$ cat src/rtl/ddr3_sched_pkg.sv
// Shared types, timing constants and pin encodings for the DDR3 command scheduler.
package ddr3_sched_pkg;

    // DDR3 timing in controller clock cycles
    localparam int unsigned T_RCD  = 6;
    localparam int unsigned T_RC   = 20;
    localparam int unsigned T_RFC  = 64;
    localparam int unsigned T_REFI = 3120;

    localparam int unsigned N_REQ  = 2;
    localparam int unsigned BA_W   = 3;
    localparam int unsigned ROW_W  = 14;
    localparam int unsigned COL_W  = 10;
    localparam int unsigned ADDR_W = 14;
    localparam int unsigned PIN_W  = 4;
    localparam int unsigned WAIT_W = 7;
    localparam int unsigned REF_W  = 12;

    // Shared wait counter reloads; a state loaded with V lasts V+1 cycles.
    // RCD: ACT at A, RD/WR at A+T_RCD. RC: next IDLE at A+T_RC, next ACT/REF at A+T_RC+1.
    // RFC: IDLE at R+T_RFC, next ACT at R+T_RFC+1.
    localparam logic [WAIT_W-1:0] RCD_LOAD  = WAIT_W'(T_RCD - 2);
    localparam logic [WAIT_W-1:0] RC_LOAD   = WAIT_W'(T_RC - T_RCD - 2);
    localparam logic [WAIT_W-1:0] RFC_LOAD  = WAIT_W'(T_RFC - 2);
    localparam logic [REF_W-1:0]  REFI_LOAD = REF_W'(T_REFI - 1);

    // {cs_n, ras_n, cas_n, we_n}
    localparam logic [PIN_W-1:0] PINS_DESEL = 4'b1111;
    localparam logic [PIN_W-1:0] PINS_NOP   = 4'b0111;
    localparam logic [PIN_W-1:0] PINS_ACT   = 4'b0011;
    localparam logic [PIN_W-1:0] PINS_RD    = 4'b0101;
    localparam logic [PIN_W-1:0] PINS_WR    = 4'b0100;
    localparam logic [PIN_W-1:0] PINS_REF   = 4'b0001;

    typedef enum logic [2:0] {
        CMD_NOP,
        CMD_ACT,
        CMD_RD,
        CMD_WR,
        CMD_REF
    } cmd_e;

    typedef enum logic [2:0] {
        ST_IDLE,
        ST_ACT,
        ST_WAIT_RCD,
        ST_RW,
        ST_WAIT_RC,
        ST_REF,
        ST_WAIT_RFC
    } state_e;

    // One requester's payload as seen on the request bus
    typedef struct packed {
        logic             we;
        logic [BA_W-1:0]  ba;
        logic [ROW_W-1:0] row;
        logic [COL_W-1:0] col;
    } req_t;

    function automatic logic [PIN_W-1:0] cmd_pins(input cmd_e cmd);
        logic [PIN_W-1:0] pins;
        case (cmd)
            CMD_ACT: pins = PINS_ACT;
            CMD_RD:  pins = PINS_RD;
            CMD_WR:  pins = PINS_WR;
            CMD_REF: pins = PINS_REF;
            default: pins = PINS_NOP;
        endcase
        return pins;
    endfunction

endpackage

$ cat src/rtl/ddr3_rr_arb.sv
// Two-requester round-robin arbiter.
//   clk, rst   : clock, synchronous active-high reset
//   valid      : per-requester request (already qualified by the caller)
//   accept     : grant taken this cycle; advances the priority pointer
//   grant_c    : combinational one-hot grant
module ddr3_rr_arb
    import ddr3_sched_pkg::*;
(
    input  logic             clk,
    input  logic             rst,
    input  logic [N_REQ-1:0] valid,
    input  logic             accept,
    output logic [N_REQ-1:0] grant_c
);

    // Index of the requester that wins a tie
    logic prio_q;

    always_comb begin
        grant_c = '0;
        if (prio_q == 1'b0) begin
            if (valid[0])      grant_c = 2'b01;
            else if (valid[1]) grant_c = 2'b10;
        end else begin
            if (valid[1])      grant_c = 2'b10;
            else if (valid[0]) grant_c = 2'b01;
        end
    end

    // After granting requester 0 the other one gets priority, and vice versa
    always_ff @(posedge clk) begin
        if (rst) begin
            prio_q <= 1'b0;
        end else if (accept) begin
            prio_q <= grant_c[0];
        end
    end

endmodule

$ cat src/rtl/ddr3_cmd_sched.sv
// Closed-page DDR3 command scheduler: round-robin between two requesters,
// ACT -> RD/WR with auto-precharge under tRCD/tRC, periodic all-bank REFRESH.
//   aclk, areset       : clock, synchronous active-high reset
//   init_done          : DDR3 initialisation complete (level)
//   req_valid/ready    : per-requester handshake; ready is combinational, one-hot
//   req_we/ba/row/col  : per-requester access fields, packed by requester index
//   cmd_done/id/we     : pulse with each RD/WR on the pins, its requester and type
//   ddr3_*             : registered command/address pins
module ddr3_cmd_sched
    import ddr3_sched_pkg::*;
(
    input  logic                     aclk,
    input  logic                     areset,
    input  logic                     init_done,
    input  logic [N_REQ-1:0]         req_valid,
    output logic [N_REQ-1:0]         req_ready,
    input  logic [N_REQ-1:0]         req_we,
    input  logic [N_REQ*BA_W-1:0]    req_ba,
    input  logic [N_REQ*ROW_W-1:0]   req_row,
    input  logic [N_REQ*COL_W-1:0]   req_col,
    output logic                     cmd_done,
    output logic                     cmd_id,
    output logic                     cmd_we,
    output logic                     ddr3_cke,
    output logic                     ddr3_cs_n,
    output logic                     ddr3_ras_n,
    output logic                     ddr3_cas_n,
    output logic                     ddr3_we_n,
    output logic [BA_W-1:0]          ddr3_ba,
    output logic [ADDR_W-1:0]        ddr3_addr
);

    state_e              state_q, state_d;
    logic [WAIT_W-1:0]   wait_q, wait_d;
    logic [REF_W-1:0]    ref_cnt_q;
    logic                ref_pend_q;
    logic                lat_we_q;
    logic [BA_W-1:0]     lat_ba_q;
    logic [COL_W-1:0]    lat_col_q;
    logic [PIN_W-1:0]    pins_q;

    logic                run_c;
    logic                ref_due_c;
    logic [N_REQ-1:0]    arb_valid_c;
    logic [N_REQ-1:0]    grant_c;
    logic                grant_id_c;
    req_t                sel_c;
    cmd_e                cmd_d;
    logic [BA_W-1:0]     ba_d;
    logic [ADDR_W-1:0]   addr_d;
    logic                take_req_c;
    logic                ref_take_c;
    logic                rw_cmd_c;

    // Scheduling starts once CKE is up, one cycle after init_done is seen
    assign run_c = init_done & ddr3_cke;

    // An expiring refresh counter blocks the same-cycle grant so REF wins the tie
    assign ref_due_c = ref_pend_q | (init_done & (ref_cnt_q == '0));

    assign arb_valid_c = (state_q == ST_IDLE && run_c && !ref_due_c) ? req_valid : '0;

    ddr3_rr_arb u_arb (
        .clk     (aclk),
        .rst     (areset),
        .valid   (arb_valid_c),
        .accept  (|grant_c),
        .grant_c (grant_c)
    );

    assign req_ready  = grant_c;
    assign grant_id_c = grant_c[1];

    // Fields of the granted requester
    always_comb begin
        sel_c.we  = req_we[grant_id_c];
        sel_c.ba  = grant_id_c ? req_ba[2*BA_W-1:BA_W]    : req_ba[BA_W-1:0];
        sel_c.row = grant_id_c ? req_row[2*ROW_W-1:ROW_W] : req_row[ROW_W-1:0];
        sel_c.col = grant_id_c ? req_col[2*COL_W-1:COL_W] : req_col[COL_W-1:0];
    end

    // Next state; the command chosen here is on the pins during the target state
    always_comb begin
        state_d    = state_q;
        wait_d     = wait_q;
        cmd_d      = CMD_NOP;
        ba_d       = ddr3_ba;
        addr_d     = ddr3_addr;
        take_req_c = 1'b0;
        ref_take_c = 1'b0;
        if (run_c) begin
            case (state_q)
                ST_IDLE: begin
                    if (ref_due_c) begin
                        state_d    = ST_REF;
                        cmd_d      = CMD_REF;
                        ref_take_c = 1'b1;
                    end else if (|grant_c) begin
                        state_d    = ST_ACT;
                        cmd_d      = CMD_ACT;
                        ba_d       = sel_c.ba;
                        addr_d     = sel_c.row;
                        take_req_c = 1'b1;
                    end
                end
                ST_ACT: begin
                    state_d = ST_WAIT_RCD;
                    wait_d  = RCD_LOAD;
                end
                ST_WAIT_RCD: begin
                    if (wait_q == '0) begin
                        state_d = ST_RW;
                        cmd_d   = lat_we_q ? CMD_WR : CMD_RD;
                        ba_d    = lat_ba_q;
                        // A12 = BL8, A10 = auto-precharge
                        addr_d  = {1'b0, 1'b1, 1'b0, 1'b1, lat_col_q};
                    end else begin
                        wait_d = wait_q - WAIT_W'(1);
                    end
                end
                ST_RW: begin
                    state_d = ST_WAIT_RC;
                    wait_d  = RC_LOAD;
                end
                ST_WAIT_RC: begin
                    if (wait_q == '0) state_d = ST_IDLE;
                    else              wait_d  = wait_q - WAIT_W'(1);
                end
                ST_REF: begin
                    state_d = ST_WAIT_RFC;
                    wait_d  = RFC_LOAD;
                end
                ST_WAIT_RFC: begin
                    if (wait_q == '0) state_d = ST_IDLE;
                    else              wait_d  = wait_q - WAIT_W'(1);
                end
                default: state_d = ST_IDLE;
            endcase
        end
    end

    assign rw_cmd_c = (cmd_d == CMD_RD) || (cmd_d == CMD_WR);

    // State, counters, request latch and registered pins
    always_ff @(posedge aclk) begin
        if (areset) begin
            state_q    <= ST_IDLE;
            wait_q     <= '0;
            ref_cnt_q  <= REFI_LOAD;
            ref_pend_q <= 1'b0;
            lat_we_q   <= 1'b0;
            lat_ba_q   <= '0;
            lat_col_q  <= '0;
            ddr3_cke   <= 1'b0;
            pins_q     <= PINS_DESEL;
            ddr3_ba    <= '0;
            ddr3_addr  <= '0;
            cmd_done   <= 1'b0;
            cmd_id     <= 1'b0;
            cmd_we     <= 1'b0;
        end else begin
            state_q <= state_d;
            wait_q  <= wait_d;

            if (init_done) begin
                ref_cnt_q <= (ref_cnt_q == '0) ? REFI_LOAD : ref_cnt_q - REF_W'(1);
            end
            // An expiry while a refresh is already pending does not stack
            if (ref_take_c) begin
                ref_pend_q <= 1'b0;
            end else if (init_done && ref_cnt_q == '0) begin
                ref_pend_q <= 1'b1;
            end

            if (take_req_c) begin
                lat_we_q  <= sel_c.we;
                lat_ba_q  <= sel_c.ba;
                lat_col_q <= sel_c.col;
                cmd_id    <= grant_id_c;
            end

            ddr3_cke  <= ddr3_cke | init_done;
            pins_q    <= run_c ? cmd_pins(cmd_d) : PINS_DESEL;
            ddr3_ba   <= ba_d;
            ddr3_addr <= addr_d;
            cmd_done  <= rw_cmd_c;
            if (rw_cmd_c) cmd_we <= (cmd_d == CMD_WR);
        end
    end

    assign {ddr3_cs_n, ddr3_ras_n, ddr3_cas_n, ddr3_we_n} = pins_q;

endmodule

$ cat config.mk
export PLATFORM = sky130hd
export DESIGN_NAME = ddr3_cmd_sched
export DESIGN_NICKNAME = d
export VERILOG_FILES = /design/src/rtl/ddr3_sched_pkg.sv /design/src/rtl/ddr3_rr_arb.sv /design/src/rtl/ddr3_cmd_sched.sv
export SDC_FILE = /design/constraint.sdc
export NUM_CORES = 1
export LEC_CHECK = 0
export CORE_MARGIN = 2
export CORE_UTILIZATION = 48
export DETAILED_ROUTE_END_ITERATION = 12
export PLACE_DENSITY = 0.8
export SKIP_CTS_REPAIR_TIMING = 1
export SYNTH_ARGS = -nofsm -noshare
export SYNTH_HDL_FRONTEND = slang
export SYNTH_SLANG_ARGS = --single-unit
$ cat constraint.sdc
create_clock -name aclk -period 2.65 [get_ports aclk]
set_input_delay 0.265 -clock aclk [delete_from_list [all_inputs] [get_ports aclk]]
set_output_delay 0.265 -clock aclk [all_outputs]
set_load 0.05 [all_outputs]
==> run_results.csv <==
group,metric,value,unit
worst_hold_path,worstHoldStart,"wait_q[1]",
timing,grt_setup_unrepaired,"false",
clocking,cts_tree,"built",
finish,final.fill_count,539,
clocking,clk_path_buf_depth,2,
critical_path,worst_ep_required_time,2.38,ns
floorplan,initial_utilization,0.492,
route,via_per_inst,5.67,
critical_path,crit_path_start_kind,"flip-flop",
synthesis,netlist_area,3110,um^2
synthesis,synth-edff-count,0,
finish,syn2layout_area_growth,39.5,%
synthesis,synth_seq_area_share,0.406,
timing,fmax,399,MHz
route,ant_nets,0,
place,dp.final_hpwl,5580,um
timing,slew_violations,0,
finish,final_common_cell,"clkdlybuf4s50_1",
grt,grt_pass1_wl,13200,um
finish,fin_area,4340,um^2
route,drc,0,
synthesis,async_flop_share,0,
place,io_buffers,87,
synthesis,syn_inst,366,
worst_hold_path,min_path_type,"flip-flop to flip-flop",
floorplan,fp-row-count,29,
grt,overflow,0,
grt,first_global_vias,2880,
synthesis,synth_xor_area_frac,0.0310,
finish,nets,515,
timing,fin_crit_sh,0.945,
floorplan,ios,88,
synthesis,synth_top_family_by_area,"simple AND/OR/NAND/NOR gates",
place,placed_area,4090,um^2
route,wl_per_cell,14.9,um
synthesis,syn_nets,430,
timing,layout_min_cycle_time,2.50,ns
critical_path,path_class,"flip-flop to primary output",
timing,setup-tns-final,0,ns
clocking,clk_pin_slew,0.07,ns
finish,multi_input_area,1700,um^2
critical_path,critPathMaxFanout,42,
clocking,tritoncts.num_buffers,9,
synthesis,synth_area_leader_cell,"dfxtp_1",
critical_path,crit_start,"state_q[0]",
synthesis,yosysWarnings,0,
floorplan,die-area,7130,um^2
finish,diodes,0,
grt,grt_max_degree,63,
synthesis,ys.flop_type,"dfxtp_1",
clocking,root_buffer,"clkbuf_8",
timing,worst_pin_slew,1.04,ns
finish,utilization,0.687,
place,gp_congestion,0.771,
synthesis,synth_mux_area_frac,0.00322,
finish,layout_common_cells,"clkdlybuf4s50_1 (84), dfxtp_1 (63), nor2_1 (51), nand2_1 (47), nand3b_1 (16)",
synthesis,avgSynthCellArea,8.49,um^2
route,drtIter0Drc,126,
floorplan,die_w,84.5,um
pwr,leakage,1.58,nW
synthesis,ys_ff_latch,63,
flow_run,cap_violations,0,
timing,fin_ws,0.146,ns
run_status,status,"finished clean",
critical_path,r2r_slack,0.27,ns
critical_path,reg2reg_depth,7,
route,finalWirelength,7960,um
route,vias,3021,
synthesis,synth_cell_types,51,
critical_path,timing.critical_path.arrival,2.24,ns
grt,antenna_found_initial,0,
pwr,power.density,519,nW/um^2
floorplan,fp.dieH,84.5,um
critical_path,critical_path.endpoint,"req_ready[1]",
route,firstDrtPassIters,6,
critical_path,critPathCaptureType,"primary output",
finish,seqCellArea,1260,um^2
timing,finalSetupViolCount,0,
timing,clock_skew,0.00867,ns
synthesis,synth_compound_area_frac,0.236,
pwr,ir_drop,0.000392,V
floorplan,coreArea,6310,um^2
synthesis,synth-simple-area-share,0.261,
critical_path,regToRegStartpoint,"wait_q[0]",
place,dp_slack,0.246,ns
grt,grt_usage,0.229,
clocking,htree_levels,3,
clocking,clk_latency,0.35,ns
synthesis,yosys.area_share.adder,0.0121,
clocking,cts.sinks,63,
synthesis,synth.area.top_cells,"dfxtp_1 (41%), nor2_1 (6.2%), nand2_1 (5.7%), a311oi_1 (4.2%), nand3b_1 (3.9%)",
timing,max_slew_margin,0.306,
critical_path,r2r-end,"ddr3_addr[5]",
finish,drive_gt1_frac,0.114,
timing,finalHoldViolations,0,
synthesis,synth_top_area_frac,0.406,
worst min-delay path by stage:
stage	slack (ns)	end	cells after the start
detailed placement	0.46	wait_q[1]	2
CTS	0.47	wait_q[1]	2
global route	0.50	wait_q[1]	2
global placement	0.45	wait_q[6]	2
finish	0.48	wait_q[1]	2
floorplan	0.43	lat_col_q[0]	2
synth_stat cells (9+ instances only):
library cell,n
nor3_1,14
nand3b_1,16
a21boi_0,10
clkbuf_1,17
nand2_1,47
buf_2,11
a311oi_1,15
nor2_1,51
dfxtp_1,63
nand3_1,9
a41oi_1,9
a21oi_1,9
where the power goes:
group          internal, mW  total [mW]  leakage (nW)  switching [mW]
Sequential            0.978        1.00         0.511          0.0242
Clock                 0.561       0.926         0.119           0.364
Combinational         0.161       0.323         0.949           0.162
Total                  1.70        2.25          1.58           0.550
sequential cells by signal, summed over array words and instances (netlist names):
signal        flops
cmd_done          1
cmd_id            1
cmd_we            1
ddr3_addr        14
ddr3_ba           3
ddr3_cke          1
lat_ba_q          3
lat_col_q        10
lat_we_q          1
pins_q            4
ref_cnt_q        12
ref_pend_q        1
state_q           3
u_arb.prio_q      1
wait_q            7
per-layer routing:
metal / global-route usage / share of wire / vias up
met3: 0.0541 / 0.063 / 14
met4: 0.114 / 0.023 / 0
li1: - / - / 1505
met5: 0 / 0 / -
met1: 0.285 / 0.43 / 1411
met2: 0.373 / 0.49 / 91
through the flow:
| stage | total power [mW] | hold WS, ns | instances |
|---|---|---|---|
| finish | 2.25 | 0.477 | 533 |
| global route | 2.32 | 0.497 | 533 |
| CTS | 2.26 | 0.474 | 531 |
| detailed placement | 1.34 | 0.463 | 515 |
| global placement | 1.34 | 0.452 | 515 |
| floorplan | 1.19 | 0.427 | 366 |
critical path: stages (launching register included):
cell     delay [ns]
dfxtp_1        0.49
nor4_2         0.59
nand3_1        0.22
buf_12         0.24
inv_2          0.18
buf_12         0.17
cell families (layout without fill, tap and decap cells):
family                   count (synthesis)  after routing
AND/OR/NAND/NOR                        163            163
flip-flops                              63             63
multiplexers                             1              1
buffers and inverters                   38            128
XOR/XNOR                                11             11
AO/OA/AOI/OAI                           87             87
adder cells (fa/ha/maj)                  3              3
cell type report:
class,instances,share of cell area
Timing Repair Buffer,102,0.233
Sequential cell,63,0.291
Inverter,10,0.00981
Multi-Input combinational cell,265,0.391
Tap cell,77,0.0222
Clock buffer,14,0.0444
Clock inverter,2,0.00808
Power figures use the tool's default switching activity.
